## src/rtl/divider_if.sv

```systemverilog
// Start/ready handshake and operand/result bundle for the multi-cycle signed divider.
// DIVIDER_REMAINDER_EN adds the div_remainder result signal.
interface divider_if #(
  parameter int DATA_WIDTH = 32
);
  logic                  ctrl_DIV;
  logic [DATA_WIDTH-1:0] data_operandA;
  logic [DATA_WIDTH-1:0] data_operandB;
  logic [DATA_WIDTH-1:0] div_result;
  logic                  div_exception;
  logic                  div_ready;
`ifdef DIVIDER_REMAINDER_EN
  logic [DATA_WIDTH-1:0] div_remainder;

  modport master (
    output ctrl_DIV, data_operandA, data_operandB,
    input  div_result, div_exception, div_ready, div_remainder
  );
  modport slave (
    input  ctrl_DIV, data_operandA, data_operandB,
    output div_result, div_exception, div_ready, div_remainder
  );
`else
  modport master (
    output ctrl_DIV, data_operandA, data_operandB,
    input  div_result, div_exception, div_ready
  );
  modport slave (
    input  ctrl_DIV, data_operandA, data_operandB,
    output div_result, div_exception, div_ready
  );
`endif
endinterface

```

## src/rtl/divider.sv

```systemverilog
// Multi-cycle signed divider: radix-2 restoring divide on magnitudes, one bit per cycle, then a sign-fix cycle.
// Define DIVIDER_REMAINDER_EN to also produce a signed remainder (sign follows the dividend).
module divider #(
  parameter int DATA_WIDTH = 32
) (
  input logic      clk,
  input logic      stop_DIV,
  divider_if.slave bus
);
  localparam int CNT_W = (DATA_WIDTH > 1) ? $clog2(DATA_WIDTH) : 1;
  localparam logic [DATA_WIDTH-1:0] MIN_NEG = {1'b1, {(DATA_WIDTH-1){1'b0}}};

  typedef enum logic [1:0] {IDLE, BUSY, FIX, DONE} state_t;

  state_t                state_reg, state_next;
  logic [CNT_W-1:0]      count_reg;
  logic [DATA_WIDTH-1:0] rem_reg;
  logic [DATA_WIDTH-1:0] quo_reg;
  logic [DATA_WIDTH-1:0] divisor_reg;
  logic                  sign_q_reg;
  logic                  div0_reg;
  logic                  ovf_reg;
  logic [DATA_WIDTH-1:0] result_reg;
  logic                  exc_reg;
  logic                  ready_reg;
`ifdef DIVIDER_REMAINDER_EN
  logic                  sign_r_reg;
  logic [DATA_WIDTH-1:0] remainder_reg;
`endif

  logic [DATA_WIDTH-1:0] a_abs, b_abs;
  logic [DATA_WIDTH:0]   rem_shift, rem_trial;
  logic                  last_iter;

  assign a_abs = bus.data_operandA[DATA_WIDTH-1] ? -bus.data_operandA : bus.data_operandA;
  assign b_abs = bus.data_operandB[DATA_WIDTH-1] ? -bus.data_operandB : bus.data_operandB;

  // The restored remainder is always below |B|, so only the shifted value needs the extra bit.
  assign rem_shift = {rem_reg, quo_reg[DATA_WIDTH-1]};
  assign rem_trial = rem_shift - {1'b0, divisor_reg};
  assign last_iter = (count_reg == CNT_W'(DATA_WIDTH - 1));

  always_comb begin
    state_next = state_reg;
    if (bus.ctrl_DIV) begin
      state_next = BUSY;
    end else begin
      case (state_reg)
        IDLE:    state_next = IDLE;
        BUSY:    state_next = last_iter ? FIX : BUSY;
        FIX:     state_next = DONE;
        DONE:    state_next = IDLE;
        default: state_next = IDLE;
      endcase
    end
  end

  always_ff @(posedge clk) begin
    if (stop_DIV) begin
      state_reg <= IDLE;
    end else begin
      state_reg <= state_next;
    end
  end

  always_ff @(posedge clk) begin
    if (stop_DIV) begin
      count_reg     <= '0;
      rem_reg       <= '0;
      quo_reg       <= '0;
      divisor_reg   <= '0;
      sign_q_reg    <= 1'b0;
      div0_reg      <= 1'b0;
      ovf_reg       <= 1'b0;
      result_reg    <= '0;
      exc_reg       <= 1'b0;
      ready_reg     <= 1'b0;
`ifdef DIVIDER_REMAINDER_EN
      sign_r_reg    <= 1'b0;
      remainder_reg <= '0;
`endif
    end else begin
      ready_reg <= 1'b0;
      if (bus.ctrl_DIV) begin
        // A start in any state discards the running operation.
        count_reg   <= '0;
        rem_reg     <= '0;
        quo_reg     <= a_abs;
        divisor_reg <= b_abs;
        sign_q_reg  <= bus.data_operandA[DATA_WIDTH-1] ^ bus.data_operandB[DATA_WIDTH-1];
        div0_reg    <= (bus.data_operandB == '0);
        ovf_reg     <= (bus.data_operandA == MIN_NEG) && (bus.data_operandB == '1);
`ifdef DIVIDER_REMAINDER_EN
        sign_r_reg  <= bus.data_operandA[DATA_WIDTH-1];
`endif
      end else begin
        case (state_reg)
          BUSY: begin
            count_reg <= count_reg + 1'b1;
            if (!rem_trial[DATA_WIDTH]) begin
              rem_reg <= rem_trial[DATA_WIDTH-1:0];
              quo_reg <= {quo_reg[DATA_WIDTH-2:0], 1'b1};
            end else begin
              rem_reg <= rem_shift[DATA_WIDTH-1:0];
              quo_reg <= {quo_reg[DATA_WIDTH-2:0], 1'b0};
            end
          end
          FIX: begin
            ready_reg <= 1'b1;
            exc_reg   <= div0_reg | ovf_reg;
            if (div0_reg) begin
              result_reg <= '0;
            end else if (ovf_reg) begin
              result_reg <= MIN_NEG;
            end else begin
              result_reg <= sign_q_reg ? -quo_reg : quo_reg;
            end
`ifdef DIVIDER_REMAINDER_EN
            if (div0_reg || ovf_reg) begin
              remainder_reg <= '0;
            end else begin
              remainder_reg <= sign_r_reg ? -rem_reg : rem_reg;
            end
`endif
          end
          default: ;
        endcase
      end
    end
  end

  assign bus.div_result    = result_reg;
  assign bus.div_ready     = ready_reg;
  assign bus.div_exception = exc_reg & ready_reg;
`ifdef DIVIDER_REMAINDER_EN
  assign bus.div_remainder = remainder_reg;
`endif
endmodule

```

## src/flat_wrapper.sv

```systemverilog
// flat-port wrapper written by rule: the top's interface ports become plain ports
module divider_flat 
#(
  parameter int DATA_WIDTH = 32
)
  (clk, stop_DIV, bus_ctrl_DIV, bus_data_operandA, bus_data_operandB, bus_div_result, bus_div_exception, bus_div_ready);
  divider_if #(.DATA_WIDTH(DATA_WIDTH)) bus_i ();
  input logic clk;
  input logic stop_DIV;
  input wire logic [$bits(bus_i.ctrl_DIV)-1:0] bus_ctrl_DIV;
  input wire logic [$bits(bus_i.data_operandA)-1:0] bus_data_operandA;
  input wire logic [$bits(bus_i.data_operandB)-1:0] bus_data_operandB;
  output wire logic [$bits(bus_i.div_result)-1:0] bus_div_result;
  output wire logic [$bits(bus_i.div_exception)-1:0] bus_div_exception;
  output wire logic [$bits(bus_i.div_ready)-1:0] bus_div_ready;
  assign bus_i.ctrl_DIV = bus_ctrl_DIV;
  assign bus_i.data_operandA = bus_data_operandA;
  assign bus_i.data_operandB = bus_data_operandB;
  assign bus_div_result = bus_i.div_result;
  assign bus_div_exception = bus_i.div_exception;
  assign bus_div_ready = bus_i.div_ready;
  divider #(.DATA_WIDTH(DATA_WIDTH)) u_core (.clk(clk), .stop_DIV(stop_DIV), .bus(bus_i));
endmodule
```

## config.mk

```make
export PLATFORM = sky130hd
export DESIGN_NAME = divider_flat
export DESIGN_NICKNAME = d
export VERILOG_FILES = /design/src/rtl/divider_if.sv /design/src/rtl/divider.sv /design/src/flat_wrapper.sv
export SDC_FILE = /design/constraint.sdc
export NUM_CORES = 1
export LEC_CHECK = 0
export BUFFER_PORTS_ARGS = -buffer_cell sky130_fd_sc_hd__buf_2
export CAP_MARGIN = 0
export CORE_MARGIN = 4
export CORE_UTILIZATION = 60
export DETAILED_ROUTE_END_ITERATION = 7
export PLACE_DENSITY = 0.81
export SYNTH_ARGS = -nofsm -noshare
export SYNTH_HDL_FRONTEND = slang
export SYNTH_SLANG_ARGS = --single-unit
```

## constraint.sdc

```tcl
create_clock -name clk -period 3.6 [get_ports clk]
set_clock_uncertainty 0.2 [all_clocks]
set_input_delay 0.18 -clock clk [delete_from_list [all_inputs] [get_ports clk]]
set_output_delay 0.18 -clock clk [all_outputs]
set_load 0.01 [all_outputs]
```

==> results of run 1 <==
==> what timing repair did <==
| item | CTS | global route |
|---|---|---|
| hold endpoints to repair | 61 | 0 |
| endpoints found under the setup margin | 0 | 1 |
| hold buffers | 63 | 0 |
==> layout make-up <==
class | count | area share, %
sequential | 140 | 25.3
multi-input combinational | 947 | 53.5
timing repair buffer | 181 | 11.6
clock buffer | 20 | 4.13
inverter | 44 | 1.49
clock inverter | 12 | 1.89
tap | 184 | 2.08
==> logic make-up (layout without fill, tap and decap cells) <==
kind of cell	count (synthesis)	after routing	share of synthesized area [%]
xor+xnor	119	119	11.4
mux	6	6	0.654
fa+ha+maj	39	39	5.40
compound gates	351	351	25.3
buf+inv	125	257	5.22
flops	140	140	30.5
simple gates	432	432	21.5
==> layer usage <==
| layer | vias up | wire (µm) | GRT usage (%) |
|---|---|---|---|
| li1 | 4562 | - | - |
| met1 | 4422 | 12400 | 43.7 |
| met2 | 467 | 12100 | 45.3 |
| met3 | 53 | 2800 | 8.03 |
| met4 | 0 | 556 | 10.4 |
| met5 | - | 0 | 0 |
==> worst max-delay path, cell delays in order <==
cell and delay (ns):
dlygate4sd3_1 0.53, buf_2 0.13, or3_1 0.42, or4_1 0.49, nor3_1 0.26, nand4b_1 0.16, dlygate4sd3_1 0.60, o31ai_1 0.24
dlygate4sd3_1 0.59
==> worst max path at each step <==
stage	to	slack (ns)	depth (start not counted)
after floorplan	u_core.rem_reg[29]	0.57	12
after global routing	u_core.quo_reg[0]	0.02	13
final	u_core.ovf_reg	0.17	9
after detailed placement	u_core.quo_reg[0]	0.31	13
after global placement	u_core.rem_reg[29]	0.44	12
after CTS	u_core.quo_reg[0]	0.29	13
==> through the flow <==
step | hold WS (ns) | util (%) | power [mW]
floorplan | 0.127 | - | 2.55
global placement | 0.246 | 66.2 | 2.84
detailed placement | 0.259 | 66.2 | 2.86
CTS | 0.00418 | 75.0 | 4.88
global route | 0.0277 | 75.0 | 5.11
finish | 0.0170 | 75.0 | 4.92
==> power breakdown <==
part	internal [mW]	switching (mW)
sequential	1.62	0.0898
combinational	0.499	0.721
clock	1.27	0.714
total	3.40	1.52
==> layout by cell type (no fill, tap or decap), types with 46 or more instances in the layout <==
cell type,count
o21ai_0,56
dlygate4sd3_1,63
nor2_1,124
dfxtp_1,140
nand2_1,167
xnor2_1,69
xor2_1,48
a21oi_1,90
buf_2,99
a211oi_1,46
==> metrics.txt, run 1 <==
Tmin final=3.43 ns; Sink Count=140; Crit path required time=3.78 ns; first-pass GRT wire length=44,300 µm; Synth area leader=dfxtp_1; DR vias/cell=6.22; FMAX=291 MHz; IO Port Bufs=100; Worst Hold Class=in2reg; area of the multi-input gates=5920 µm²; non-filler cells, final=1,528; WHS Endpoint=u_core.bus.div_result[3]; Starting Density=62.2%; CTS max path bufs=2; final setup fails=0; I/O pins=101; design area=11,100 µm²; count leader, synth=nand2_1; Final WS setup=0.166 ns; Core ar.=14,800 µm²; HP Start=stop_DIV; Worst R2R Start=u_core.quo_reg[31]; Register Area=2800 µm²; Clock Root Buffer=clkbuf_16; # H-tree levels=4; Place WS=0.307 ns; hold path depth=2; Placed Area=9770 µm²; worst skew pair latency=0.43 ns; GRT Total Usage=30.7%; R2R depth=13; # nets final=1,437; post-synthesis sequential area ratio=30.5%; vias=9,504; Antenna Diode Count=0; CTS Buf Count=17; RSZ-0062 raised after global routing=false; pin count of the biggest net entering global routing=62; Worst Setup Start Kind=input port; drt initial violations=1,022; fill cell total of the finished layout=1,158; post-synth top area share=30.5%; vias in the first global route=8,745; Syn-to-layout area delta=20.5%; TritonCTS clock tree=done; synthesized flop and latch total=140; layout cells sized above 1=12.3%; Synth Instances=1,212; Ys Warns=0; status=complete, no violations; final period utilization=95.4%; Resized cells post-CTS=0; leak pwr=4.37 nW; initial antenna violation count=0; grt ovf=0; syn nets=1,318; largest cells by area after synthesis=dfxtp_1 (31%), nand2_1 (6.8%), xnor2_1 (6.7%), ha_1 (5.2%), nor2_1 (5.1%); Max Cap Violations=0; Clk pin slew, worst setup/hold paths=0.06 ns; Avg WL per Cell=18.2 µm; Max Slew Vio Count=0; drt first pass iters=5; total wire length=27,800 µm; Crit. End Element=flip-flop; critical path type=in2reg; Critical Path AT=3.61 ns; overall die width=132 µm; CP startpoint=bus_data_operandA[24]; Post-CTS Setup Repair Bufs=0; DP Cell Count=1,433; hpwl dp=18,200 µm; Hold Violations, Final=0; post-route ant nets=0; Power Dens Cells=445 nW/µm²; actual slew at the worst max-slew pin=1.04 ns; Max rail drop VDD=379 µV; synthesized area=9180 µm²; Die Ht=132 µm; FF-to-FF End=u_core.quo_reg[0]; setup TNS=0 ns; r2r setup slk=0.29 ns; Max-slew headroom=30.5%; Top FF cell, synth=dfxtp_1; synth cell count leaders=nand2_1 (167), dfxtp_1 (140), nor2_1 (124); routability cong.=0.917; Async S/R FF share, synth=0%; CP Max Fanout=4; std cell rows=44; number of remaining DRC errors=0; syn_area_per_cell=7.58 µm²; synth unique cells=56; EDFF count, synth=0; die area=17,300 µm²
Power figures use the tool's default switching activity.
==> inputs of run 2 (changes only) <==
==> constraint.sdc (replaced) <==
create_clock -name clk -period 3.6 [get_ports clk]
set_clock_uncertainty 0.2 [all_clocks]
set_input_delay 0.54 -clock clk [delete_from_list [all_inputs] [get_ports clk]]
set_output_delay 0.54 -clock clk [all_outputs]
set_load 0.01 [all_outputs]
==> run 2 against run 1 <==
Effect of this change:
- power is 7.7% lower
- clock power fell by 16%
- die area is the same
- count of clock-buffer cells in the layout fell by 2
- first-iteration DRC count decreased by 3.2%
- wire length down 9.4%
- combinational power shrank 6%
- setup slack improved by 0.038 ns
- via count fell by 3.4%
==> metrics.txt, run 2 (same netlist as run 1, synthesis figures left out) <==
Critical Path AT=3.50 ns (-0.11 ns); Place WS=0.219 ns (-0.0878 ns); Reg power frac=37.7% (+2.9 points); Pwr Total=4.54 mW (-7.7%); GRT Total Usage=28.4% (-2.3 points); Crit path required time=3.70 ns (-0.08 ns); FF-to-FF End=u_core.rem_reg[29]; routability cong.=0.977 (+6.5%); Core ar.=14,800 µm² (unchanged); Comb pwr share=25.2% (+0.4 points); worst stage delay on the critical path=0.51 ns (-0.09 ns); Syn-to-layout area delta=12.5%; Starting Density=62.2% (unchanged); Antenna Diode Count=0 (unchanged); HP Start=bus_data_operandB[29]; initial antenna violation count=0 (unchanged); grt ovf=0 (unchanged); R2R depth=12 (-1); hpwl dp=18,100 µm (-0.58%); post-route ant nets=0 (unchanged); Die Ht=132 µm (unchanged); design area=10,300 µm² (-6.7%); std cell rows=44 (unchanged); die area=17,300 µm² (unchanged); most frequent cells in the layout=nand2_1 (167), dfxtp_1 (140), nor2_1 (124); DR vias/cell=6.27 (+0.87%); Worst Setup Start Kind=flip-flop; Clock Root Buffer=clkbuf_16; # nets final=1,374 (-4.4%); Worst Hold Class=in2reg; Clk pin slew, worst setup/hold paths=0.06 ns (about the same); Worst R2R Start=u_core.quo_reg[31]; total wire length=25,200 µm (-9.4%); setup TNS=0 ns (unchanged); Power Dens Cells=440 nW/µm² (-1.1%); leak pwr=4.05 nW (-7.3%); TritonCTS clock tree=done; Max Slew Vio Count=0 (unchanged); RSZ-0062 raised after global routing=false; CP Max Fanout=11 (+7); Max rail drop VDD=382 µV (+0.56%); hold path depth=3 (+1); drt initial violations=989 (-3.2%); Max-slew headroom=33.5% (+3.0 points); Hold Violations, Final=0 (unchanged); worst-path cell chain=inv_1 -> ha_1 -> fa_1 -> nand2b_1 -> a21o_1 -> a311oi_1 -> nor2_1 -> o21ai_4 -> xnor2_2 -> or4_1 -> mux2i_1 -> a211oi_1; status=complete, no violations; switch share=32.2% (+1.2 points); Post-CTS Setup Repair Bufs=0 (unchanged); Crit. End Element=flip-flop; CTS Buf Count=17 (unchanged); layout cells sized above 1=12.7% (+0.47 points); IO Port Bufs=100 (unchanged); actual slew at the worst max-slew pin=0.997 ns (-0.0450 ns); CP max stage cell=or4_1; Resized cells post-CTS=0 (unchanged); Tmin final=3.40 ns (-0.0381 ns); WHS Endpoint=u_core.divisor_reg[29]; Final WS setup=0.204 ns (+0.0381 ns); CTS max path bufs=2 (unchanged); final setup fails=0 (unchanged); # H-tree levels=4 (unchanged); Avg WL per Cell=17.2 µm (-5.3%); worst skew pair latency=0.43 ns (about the same); most common cell after layout, fill and taps aside=nand2_1; pin count of the biggest net entering global routing=89 (+44%); overall die width=132 µm (unchanged); Max Cap Violations=0 (unchanged); final period utilization=94.3% (-1.1 points); r2r setup slk=0.20 ns (-0.09 ns); first-pass GRT wire length=41,100 µm (-7.1%); Int Pwr=3.08 mW (-9.3%); critical path type=reg2reg; CTS Hold Buffers Added=0 (-100%); Hold WS=0.232 ns (+0.215 ns); I/O pins=101 (unchanged); FMAX=294 MHz (+1.1%); vias=9,179 (-3.4%); Placed Area=9770 µm² (unchanged); fill cell total of the finished layout=1,231 (+6.3%); vias in the first global route=8,140 (-6.9%); drt first pass iters=7 (+2); Clk pwr share=37.1% (-3.3 points); Switch Pwr=1.46 mW (-4.2%); number of remaining DRC errors=0 (unchanged); Sink Count=140 (unchanged)
==> run 2: cell types whose count changed in the layout (fill, tap and decap cells not counted) <==
cell	change
clkinvlp_4	+2
clkinv_2	+4
clkbuf_8	-2
inv_8	-1
buf_4	-1
clkinv_4	-2
buf_6	+1
bufinv_16	-3
dlygate4sd3_1	-63
==> run 2: how the worst max path moves through the flow <==
stage,from,end,slack (ns),cells after the start
global route,u_core.quo_reg[31],u_core.rem_reg[15],0.02,12
finish,u_core.quo_reg[31],u_core.rem_reg[29],0.20,12
detailed placement,u_core.quo_reg[31],u_core.rem_reg[17],0.22,13
CTS,u_core.quo_reg[31],u_core.rem_reg[11],0.21,12
global placement,u_core.quo_reg[31],u_core.rem_reg[17],0.32,13
floorplan,u_core.quo_reg[31],u_core.rem_reg[29],0.57,12
==> run 2: worst max-delay path: cells and delay by family, from the launching register on <==
| family | cells | cell delay [ns] |
|---|---|---|
| xor gates and xnor gates | 1 | 0.20 |
| and+or+nand+nor | 3 | 0.85 |
| DFF | 1 | 0.39 |
| adders and majority gates | 2 | 0.58 |
| muxes | 1 | 0.14 |
| AOI/OAI and AO/OA | 4 | 0.84 |
| buffers and inverters | 1 | 0.06 |
==> run 2: power by group through the flow <==
stage,Clock (mW),Combinational [mW],Sequential (mW)
global route,1.77,1.27,1.72
detailed placement,0,1.11,1.74
finish,1.68,1.15,1.71
CTS,1.69,1.12,1.71
floorplan,0,0.848,1.71
global placement,0,1.09,1.74
==> run 2: stage by stage <==
step,std cells,util (%)
global placement,1433,66.2
global route,1463,70.0
floorplan,1212,-
detailed placement,1433,66.2
CTS,1463,70.0
finish,1463,70.0
==> run 2: area by class of cell <==
cell class | count | area [µm²] | area share, %
Sequential cell | 140 | 2800 | 27.1
Inverter | 44 | 165 | 1.60
Clock buffer | 18 | 429 | 4.16
Multi-Input combinational cell | 947 | 5920 | 57.3
Timing Repair Buffer | 118 | 654 | 6.34
Tap cell | 184 | 230 | 2.23
Clock inverter | 12 | 125 | 1.21
==> run 2: metal layers <==
layer  vias to the layer above  track usage [%]  wire length, µm
met5                         -                0                0
met3                        47             5.89             2430
met4                         0             7.70              452
met1                      4248             42.2            11700
li1                       4454                -                -
met2                       430             41.7            10700
==> inputs of run 3 (changes only) <==
- CORE_ASPECT_RATIO: unset -> 1.4
==> run 3 against run 2 <==
Effect of this change:
- first-iteration DRC count is 30% lower
- flip-flop and latch count is the same
- register-to-register slack gained 0.12 ns
- highest routed layer unchanged
- worst hold slack got worse by 0.0083 ns
- global-route usage up 0.30 points
- wire length increased by 0.41%
- critical path type unchanged
- largest power group unchanged
- fmax grew 3.5%
- sequential power about the same
- setup slack improved by 0.12 ns
- die area up 0.16%
- final area grew 0.56%
==> metrics.txt, run 3 (same netlist as run 1, synthesis figures left out) <==
RSZ-0062 raised after global routing=false; I/O pins=101 (unchanged); Sink Count=140 (unchanged); vias=9,028 (-1.6%); R2R depth=12 (unchanged); Worst R2R Start=u_core.quo_reg[31]; Hold WS=0.224 ns (-0.00833 ns); Max-slew headroom=19.4% (-14 points); r2r setup slk=0.32 ns (+0.12 ns); worst skew pair latency=0.43 ns (about the same); Clk pin slew, worst setup/hold paths=0.06 ns (about the same); Final WS setup=0.321 ns (+0.116 ns); Max Cap Violations=0 (unchanged); TritonCTS clock tree=done; vias in the first global route=8,659 (+6.4%); setup TNS=0 ns (unchanged); Core ar.=15,000 µm² (+1.6%); Worst Setup Start Kind=flip-flop; status=complete, no violations; post-route ant nets=0 (unchanged); CP max stage cell=dfxtp_1; CP Max Fanout=19 (+8); # H-tree levels=4 (unchanged); routability cong.=0.949 (-2.9%); final period utilization=91.1% (-3.2 points); worst-path cell chain=inv_1 -> ha_1 -> fa_1 -> nand2b_1 -> a21o_1 -> a311oi_1 -> nor2_1 -> o21ai_4 -> xnor2_2 -> buf_4 -> nand2_1 -> a311oi_1; grt ovf=0 (unchanged); CTS Buf Count=17 (unchanged); CTS Hold Buffers Added=0 (unchanged); Pwr Total=4.52 mW (-0.44%); critical path type=reg2reg; Syn-to-layout area delta=13.1%; Critical Path AT=3.40 ns (-0.10 ns); final setup fails=0 (unchanged); Max Slew Vio Count=0 (unchanged); Power Dens Cells=435 nW/µm² (-0.99%); FF-to-FF End=u_core.rem_reg[11]; drt first pass iters=5 (-2); drt initial violations=697 (-30%); Avg WL per Cell=17.1 µm (-0.67%); die area=17,400 µm² (+0.16%); Crit path required time=3.72 ns (+0.02 ns); Resized cells post-CTS=0 (unchanged); total wire length=25,300 µm (+0.41%); overall die width=113 µm (-15%); most frequent cells in the layout=nand2_1 (167), dfxtp_1 (140), nor2_1 (124); Hold Violations, Final=0 (unchanged); number of remaining DRC errors=0 (unchanged); leak pwr=4.08 nW (+0.74%); initial antenna violation count=0 (unchanged); Max rail drop VDD=294 µV (-23%); Finished Core Util=69.3% (-0.70 points); DR vias/cell=6.10 (-2.7%); worst stage delay on the critical path=0.38 ns (-0.13 ns); Antenna Diode Count=0 (unchanged); Clock Root Buffer=clkbuf_16; Post-CTS Setup Repair Bufs=0 (unchanged); CTS max path bufs=2 (unchanged); Tmin final=3.28 ns (-0.116 ns); Crit. End Element=flip-flop; hpwl dp=18,400 µm (+2.0%); crit path to=u_core.rem_reg[11]; layout cells sized above 1=13.3% (+0.54 points); Place WS=0.341 ns (+0.122 ns); most frequent CP cell=a311oi_1; GRT Total Usage=28.7% (+0.30 points); IO Port Bufs=100 (unchanged); Starting Density=61.3% (-0.97 points); std cell rows=53 (+20%); FMAX=305 MHz (+3.5%); CP startpoint=u_core.quo_reg[31]; # nets final=1,380 (+0.44%); pin count of the biggest net entering global routing=91 (+2.2%); Die Ht=154 µm (+17%); actual slew at the worst max-slew pin=1.21 ns (+0.210 ns); most common cell after layout, fill and taps aside=nand2_1; Worst Hold Class=in2reg; first-pass GRT wire length=41,300 µm (+0.42%)
[run 3: cell count changes in the layout (fill, tap and decap cells not counted), sizes merged]
cell | previous run | this run
inv | 45 | 46
bufinv | 2 | 1
buf | 118 | 124
clkbuf | 18 | 19
clkinvlp | 3 | 4
[run 3: routing by layer]
| metal | up-vias | GRT usage (%) | part of all wire (%) |
|---|---|---|---|
| li1 | 4453 | - | - |
| met1 | 4267 | 31.7 | 39 |
| met2 | 254 | 54.4 | 54 |
| met3 | 54 | 4.19 | 4.2 |
| met4 | 0 | 11.1 | 2.9 |
| met5 | - | 0 | 0 |
[run 3: through the flow]
step | instances | cell area, µm²
2_1_floorplan | 1212 | 9180
3_3_place_gp | 1447 | 9820
3_5_place_dp | 1447 | 9820
4_1_cts | 1479 | 10400
5_1_grt | 1479 | 10400
6_report | 1479 | 10400
[run 3: layout make-up]
cell class | instances | area [µm²]
Clock buffer | 19 | 443
Clock inverter | 13 | 118
Fill cell | 1311 | 4600
Inverter | 44 | 165
Multi-Input combinational cell | 947 | 5920
Sequential cell | 140 | 2800
Tap cell | 192 | 240
Timing Repair Buffer | 124 | 696
[run 3: worst max-delay path, delay by kind of cell, from the launching register on]
kind | cells | cell delay [ns]
adder cells (fa/ha/maj) | 2 | 0.58
flip-flops | 1 | 0.38
buffers and inverters | 2 | 0.35
XOR/XNOR | 1 | 0.17
AO/OA/AOI/OAI | 4 | 1.06
AND/OR/NAND/NOR | 3 | 0.41
[run 3: where the power goes]
group	internal, mW	leakage [nW]	switching (mW)
sequential	1.62	1.14	0.0785
combinational	0.455	2.67	0.685
clock	0.970	0.267	0.710
[run 3: worst min-delay path by stage]
stage	from	end	slack, ns	cells past startpoint
global placement	u_core.bus.div_result[12]	u_core.bus.div_result[12]	0.23	2
CTS	bus_data_operandB[29]	u_core.divisor_reg[29]	0.22	3
global route	bus_data_operandB[23]	u_core.divisor_reg[23]	0.26	3
floorplan	u_core.count_reg[4]	u_core.count_reg[4]	0.24	2
detailed placement	u_core.bus.div_result[12]	u_core.bus.div_result[12]	0.25	2
finish	bus_data_operandB[29]	u_core.divisor_reg[29]	0.22	3
